<file path="config.mk">
export PLATFORM = sky130hd
export DESIGN_NAME = prog_launch_ctrl
export DESIGN_NICKNAME = d
export VERILOG_FILES = /design/src/rtl/prog_launch_ctrl.sv
export SDC_FILE = /design/constraint.sdc
export NUM_CORES = 1
export LEC_CHECK = 0
export CAP_MARGIN = 15
export CELL_PAD_IN_SITES_DETAIL_PLACEMENT = 0
export CELL_PAD_IN_SITES_GLOBAL_PLACEMENT = 2
export CORE_ASPECT_RATIO = 0.6
export CORE_MARGIN = 2
export CORE_UTILIZATION = 28
export DETAILED_ROUTE_END_ITERATION = 8
export PLACE_DENSITY_LB_ADDON = 0.1
export SLEW_MARGIN = 30
export SYNTH_ARGS = -nofsm -noshare
export SYNTH_HDL_FRONTEND = slang
export SYNTH_SLANG_ARGS = --single-unit
</file>
<file path="constraint.sdc">
create_clock -name CLK -period 1.9 [get_ports CLK]
set_input_delay 0.19 -clock CLK [delete_from_list [all_inputs] [get_ports CLK]]
set_output_delay 0.19 -clock CLK [all_outputs]
set_load 0.1 [all_outputs]
</file>
<file path="src/rtl/prog_launch_ctrl.sv">
// Run-control sequencer: turns each completed init pulse into one program launch.
// Optional watchdog on RUN length is enabled by defining PROG_WATCHDOG_EN.
module prog_launch_ctrl #(
  parameter int          PCW     = 10,
  parameter int          CNTW    = 16,
  parameter int unsigned START1  = 0,
  parameter int unsigned START2  = 'h100,
  parameter int unsigned START3  = 'h200,
  parameter int unsigned TIMEOUT = 4095
) (
  input  logic            CLK,
  input  logic            RSTn,
  input  logic            init,
  input  logic [1:0]      prog_state,
  input  logic            halt,
  output logic            pc_load,
  output logic [PCW-1:0]  pc_start,
  output logic            run,
  output logic            done,
  output logic            err,
  output logic [CNTW-1:0] cycle_count
);

  // state  | meaning
  // IDLE   | waiting for the first init pulse
  // HOLD   | init high, launch pending on its falling edge
  // LAUNCH | one-cycle PC load of the start address
  // RUN    | core executing, counting cycles
  // DONE   | program finished or rejected, acknowledge held
  localparam logic [2:0] S_IDLE   = 3'd0;
  localparam logic [2:0] S_HOLD   = 3'd1;
  localparam logic [2:0] S_LAUNCH = 3'd2;
  localparam logic [2:0] S_RUN    = 3'd3;
  localparam logic [2:0] S_DONE   = 3'd4;

`ifdef PROG_WATCHDOG_EN
  localparam logic WD_EN = 1'b1;
`else
  localparam logic WD_EN = 1'b0;
`endif

  logic [2:0]      state;
  logic [PCW-1:0]  start_addr;
  logic [CNTW-1:0] cnt_next;
  logic            wd_hit;

  always_comb begin
    start_addr = PCW'(START1);
    case (prog_state)
      2'd2:    start_addr = PCW'(START2);
      2'd3:    start_addr = PCW'(START3);
      default: start_addr = PCW'(START1);
    endcase
  end

  // Counter saturates at all-ones instead of wrapping.
  assign cnt_next = (cycle_count == {CNTW{1'b1}}) ? cycle_count : cycle_count + 1'b1;
  assign wd_hit   = WD_EN && (32'(cnt_next) == 32'(TIMEOUT));

  always_ff @(posedge CLK or negedge RSTn) begin
    if (!RSTn) begin
      state       <= S_IDLE;
      pc_start    <= '0;
      cycle_count <= '0;
      err         <= 1'b0;
    end else begin
      case (state)
        S_IDLE: begin
          if (init) state <= S_HOLD;
        end
        S_HOLD: begin
          if (!init) begin
            cycle_count <= '0;
            if (prog_state == 2'd0) begin
              err   <= 1'b1;
              state <= S_DONE;
            end else begin
              err      <= 1'b0;
              pc_start <= start_addr;
              state    <= S_LAUNCH;
            end
          end
        end
        S_LAUNCH: begin
          state <= init ? S_HOLD : S_RUN;
        end
        S_RUN: begin
          cycle_count <= cnt_next;
          // A new request beats halt; halt beats the watchdog.
          if (init) begin
            state <= S_HOLD;
          end else if (halt) begin
            state <= S_DONE;
          end else if (wd_hit) begin
            err   <= 1'b1;
            state <= S_DONE;
          end
        end
        S_DONE: begin
          if (init) state <= S_HOLD;
        end
        default: state <= S_IDLE;
      endcase
    end
  end

  assign pc_load = (state == S_LAUNCH);
  assign run     = (state == S_RUN);
  assign done    = (state == S_DONE);

endmodule

</file>
; ---- Word level (Yosys, flattened, before mapping)
; Cells that the tools add are included.
; Widths: inputs -> output; s select.
[op_classes]
add_sub_neg = 1
eq_ne = 11
n_mux = 12
bitwise = 2
reduce_logical = 8
[op_table]
columns = operator, n
row1 = $mux 16, 2
row2 = $pmux 16 s2, 1
row3 = $pmux 10 s2, 1
row4 = $add 16x1->16 const B, 1
row5 = $eq 16x16->1 const B, 1
row6 = $mux 3, 5
row7 = $pmux 3 s4, 1
row8 = $reduce_and 3->1, 3
row9 = $eq 3x2->1 const B, 2
row10 = $eq 2x2->1 const B, 2
row11 = $ne 2x2->1 const B, 2
row12 = $eq 3x1->1 const B, 1
row13 = $eq 3x3->1 const B, 1
row14 = $logic_not 3->1, 1
row15 = $ne 3x3->1 const B, 1
row16 = $logic_not 2->1, 1
row17 = $mux 2, 1
row18 = $ne 2x1->1 const B, 1
row19 = $not 1->1, 2
row20 = $reduce_and 2->1, 1
row21 = $reduce_bool 2->1, 1
row22 = $reduce_or 2->1, 1
row23 = $mux 1, 1
[totals]
ff_bits = 30
input_bits = 6
output_inout_bits = 30
elab_cells = 38

; ---- Logic depth before layout (Yosys ltp)
[depth]
depth_word = 4
ltp_mapped = 7
mapped_depth_nobuf = 6

; ---- Least setup slack after synthesis
; OpenSTA, ideal clock, no wires.
[synth_path]
path_kind = flip-flop to flip-flop
start = register state[1]
end = register state[2]
setup_time_ns = 0.081
t_arrival_ns = 3.026
t_required_ns = 1.819
path_slack_ns = -1.208
stages_incl_launch_ff = 5
path_buffers = 1
period_less_slack_ns = 3.108
cell_sequence = dfrtp_1 -> buf_2 -> nor3b_1 -> nor2_1 -> nor2_1
[synth_between]
elab_chain_len = 4
word_cells_on_any_way = 11
classes_between = 7 x eq/ne / 1 x mux / 3 x reduce/logical
[synth_rtl]
columns = element, line
row1 = from (decl), 42  ; logic [2:0] state;
row2 = from (signal assigned), 85  ; state <= init ? S_HOLD : S_RUN;
row3 = $eq 3x3->1 (*), --
row4 = named net done, 19  ; output logic done,
row5 = $reduce_or 2->1 (no line) (*), --
row6 = $ne 2x1->1 (no line), --
row7 = $reduce_and 3->1 (no line), --
; Mark *: on every way through the listed nets, which the timed path passes. The rest lies on a longest branch.
; A chain may end at the register's enable or synchronous reset.

; ---- Final worst setup path
[layout_path]
start = register cycle_count[0]
end = register cycle_count[6]
[layout_between]
elab_chain_len = 3
word_cells_on_any_way = 6
classes_between = 1 x add/sub / 2 x eq/ne / 2 x mux / 1 x reduce/logical
[layout_rtl]
columns = element, line
row1 = from (decl), 21  ; output logic [CNTW-1:0] cycle_count
row2 = from (signal assigned), 88  ; cycle_count <= cnt_next;
row3 = $add 16x1->16 / $eq 16x16->1 (equally long branches), 57  ; assign cnt_next = (cycle_count == {CNTW{1'b1}}) ? cycle_count : cycle_count + 1'b1;
row4 = $mux 16 / $ne 2x2->1 (equally long branches), --
row5 = $pmux 16 s2 / $reduce_and 3->1 (equally long branches), --
; Parallel ways exist; a longest one is shown, timed or not. The select of a mux whose other input is x is not followed.

==> results.md <==
* Share of total power consumed by net switching at 0.455
* Number of distinct library cells after synthesis at 43
* Number of clock sinks at 22
* Number of buffers inserted to repair setup after CTS at 0
* Arrival time at the worst endpoint at 1.93 ns
* Antenna violations before repair at 0
* Overflow left after global routing at 0
* Synthesized netlist cell count at 131
* Worst-path fanout max at 6
* Critical Path RT at 2.05 ns
* CTS Root Buffer Type: sky130_fd_sc_hd__clkbuf_8
* Power share of the combinational group at 0.433
* Total track usage at 0.139
* Startpoint of the worst-slack reg-to-reg timing path: cycle_count[0]
* Switching power at 683 uW
* Pre-antenna DRT Iters at 4
* Worst clock skew on the final layout at 0.00222 ns
* Worst path buffer plus inverter count at 0
* Worst path max stage delay at 0.46 ns
* Area growth from synthesis to layout at 33.5%
* Sequential cell fraction of total power at 0.373
* Routed length per placed instance at 14.5 um
* Type of the most critical hold path: input port to asynchronous set/reset pin
* Standby leakage power at 0.000706 uW
* Pin count of the biggest net entering global routing at 23
* Highest ir drop seen on vdd at 471 uV
* Cell occurring most often along the worst timing path: sky130_fd_sc_hd__nor2_1
* Total instance count after detailed placement at 223
* DRT antenna net count at 0
* Total negative slack for setup checks at 0 ns
* Worst Hold Slack at 0.281 ns
* Share of synthesized area occupied by flip-flops and latches at 0.425
* Ant. Diodes at 0
* CP delay by family, top: simple AND/OR/NAND/NOR gates
* Core Region at 4520 sq um
* Net count of the finished layout at 172
* Number of DRC violations after detailed-routing iteration 0 at 39
* Number of synthesized register bits at 22
* Total CTS buffers at 3
* First-pass GRT wire length at 5580 um
* Leading register cell type out of synthesis: sky130_fd_sc_hd__dfrtp_1
* Max-cap check violation count at 0
* Pwr/cell area at 868 nW/um^2
* Die Footprint at 5200 sq um
* Crit path from: cycle_count[0]
* Share of synthesized flip-flops with an asynchronous set or reset at 1.00
* Final standard cell count with taps included and fillers excluded at 226
* Yosys warns at 0
* Final weighted congestion in routability-driven placement at 0.746
* TritonCTS clock tree: yes
* Placement Rows at 19
* Ratio of cells with drive above 1 in the final layout at 0.411
* Count of endpoints failing setup in the final report at 0
* Clock transition time at the flip-flop clock pins of the worst setup and hold paths at 0.08 ns
* Crit path launch type: register
* Status: finished clean
* Cell at the slowest stage of the critical path: sky130_fd_sc_hd__dfrtp_4
* Number of port buffers at 27
* Effective utilization at floorplan at 0.287
* Later-pin clock latency in the skew report at 0.26 ns
* Clock power share at 0.194
* Number of vias after detailed routing at 1,113
* Floorplan die width at 91.8 um
* Die extent in y at 56.7 um
* Final Worst Setup Slack at 0.124 ns
* Final routed wirelength across all metal layers at 3290 um
* Average vias per placed instance at 4.92
* Worst-case clock buffer depth at 2
* Share of the cycle needed by the critical path after routing at 0.935
* RSZ-0062 raised after global routing: true
* Dpl hpwl at 2550 um
* Max Fclk at 563 MHz
* Via count of the first global-routing pass at 1,038
* Post-place setup slack at 0.0498 ns
* H-tree depth reported by CTS at 1
* Kind of capture point of the worst setup path: register
* Post-synthesis instance area at 1290 sq um
* Remaining routing DRC violations at 0
* Max-slew violations at 0
* Pint at 818 uW
* Syn Area/Cell at 9.89 sq um
* Cells along the critical path: ha_4 -> nand3_2 -> nor2_1 -> o21ai_0 -> a21oi_1 -> nor2_1
* Number of top-level pins at 36
* Post-synth EDFFs at 0
* Hold Fails Final Rpt at 0
* Category of the most critical setup path: register to register
* Min cycle time layout at 1.78 ns
## kinds of logic (layout without fill, tap and decap cells)
logic type,count (synthesis),in the layout,synth area share
AND/OR/NAND/NOR,49,49,0.238
AO/OA/AOI/OAI,40,40,0.221
flip-flops,22,22,0.425
buffers and inverters,15,40,0.0783
multiplexers,3,3,0.0251
adder cells (fa/ha/maj),1,1,0.00966
other,1,8,0.00290
## stage by stage
stage	cell area (sq um)	total power [uW]	util
floorplan	1390	1070	-
global placement	1690	1220	0.373
detailed placement	1690	1220	0.373
CTS	1730	1520	0.382
global route	1730	1570	0.383
finish	1730	1500	0.383
## metal layers
layer,GRT usage,wire [um],vias to the layer above
li1,-,-,545
met1,0.226,1890,528
met2,0.176,1180,38
met3,0.0456,206,2
met4,0.0128,10,0
met5,0,0,-
## cell usage after synthesis, types with 2 or more instances
master                     count  area share
sky130_fd_sc_hd__dfrtp_1      22        0.43
sky130_fd_sc_hd__nand2_1      10       0.029
sky130_fd_sc_hd__buf_4         9       0.052
sky130_fd_sc_hd__nor2_1        9       0.026
sky130_fd_sc_hd__a21oi_1       7       0.027
sky130_fd_sc_hd__o21ai_0       6       0.023
sky130_fd_sc_hd__o311ai_0      5       0.034
sky130_fd_sc_hd__o31ai_1       5       0.029
sky130_fd_sc_hd__a31oi_1       4       0.019
sky130_fd_sc_hd__nor3_1        4       0.015
sky130_fd_sc_hd__nor3b_1       4       0.023
sky130_fd_sc_hd__a311oi_1      3       0.020
sky130_fd_sc_hd__buf_2         3       0.012
sky130_fd_sc_hd__nand3_1       3       0.012
sky130_fd_sc_hd__nor2_2        3       0.014
sky130_fd_sc_hd__and2_1        2      0.0097
sky130_fd_sc_hd__inv_1         2      0.0058
sky130_fd_sc_hd__mux2_2        2       0.017
sky130_fd_sc_hd__nand3_2       2       0.015
sky130_fd_sc_hd__nand3b_1      2       0.012
sky130_fd_sc_hd__o211ai_1      2       0.012
## layout by cell type, fill, tap and decap left out, types with 2 or more instances in the layout
master                            netlist  final
sky130_fd_sc_hd__clkbuf_8               0      3
sky130_fd_sc_hd__o21ai_0                6      6
sky130_fd_sc_hd__buf_12                 0      3
sky130_fd_sc_hd__nor2_2                 3      3
sky130_fd_sc_hd__a31oi_1                4      4
sky130_fd_sc_hd__nor3_1                 4      4
sky130_fd_sc_hd__dfrtp_2                0     14
sky130_fd_sc_hd__o311ai_0               5      5
sky130_fd_sc_hd__mux2_2                 2      2
sky130_fd_sc_hd__o211ai_1               2      2
sky130_fd_sc_hd__nor3b_4                0      2
sky130_fd_sc_hd__conb_1                 1      8
sky130_fd_sc_hd__a21oi_1                7      7
sky130_fd_sc_hd__a311oi_1               3      3
sky130_fd_sc_hd__inv_1                  2      2
sky130_fd_sc_hd__nand3_2                2      2
sky130_fd_sc_hd__buf_4                  9     27
sky130_fd_sc_hd__clkdlybuf4s50_1        0      5
sky130_fd_sc_hd__dfrtp_1               22      6
sky130_fd_sc_hd__nand3_1                3      3
sky130_fd_sc_hd__dfrtp_4                0      2
sky130_fd_sc_hd__nor3b_1                4      2
sky130_fd_sc_hd__nor2_1                 9      9
sky130_fd_sc_hd__nand2_1               10     10
sky130_fd_sc_hd__o31ai_1                5      5
sky130_fd_sc_hd__nand3b_1               2      2
## flip-flops by register name, summed over array words and instances (netlist names)
name / cells
cycle_count: 16
state: 3
pc_start: 2
err: 1
## final cells by class
cell class,instances,area [sq um]
repair buffers,35,313
multi-input cells,101,713
fillers,479,2790
well taps,63,78.8
flip-flops and latches,22,576
inverters,2,7.51
clock buffers,3,41.3
## final timing paths
| kind | slack [ns] | endpoint | cells past startpoint |
|---|---|---|---|
| setup / recovery | 0.12 | cycle_count[6] | 6 |
| hold / removal | 0.28 | pc_start[8] | 2 |
| setup reg to reg | 0.12 | cycle_count[6] | 6 |
| hold reg to reg | 0.52 | pc_start[9] | 2 |
| max in group asynchronous | 1.35 | cycle_count[0] | 2 |
| min in group CLK | 0.52 | pc_start[9] | 2 |
## power by group through the flow
stage / clock network, uW / registers [uW] / logic (uW)
2_1_floorplan: 0 / 810 / 257
3_3_place_gp: 0 / 567 / 653
3_5_place_dp: 0 / 571 / 653
4_1_cts: 302 / 562 / 653
5_1_grt: 322 / 570 / 683
6_report: 291 / 561 / 649
## timing repair
action,CTS,global route
resized for setup,0,2
endpoints found under the setup margin,0,10
hold buffers,0,0
Note: power is estimated with default switching activity, not from simulation.
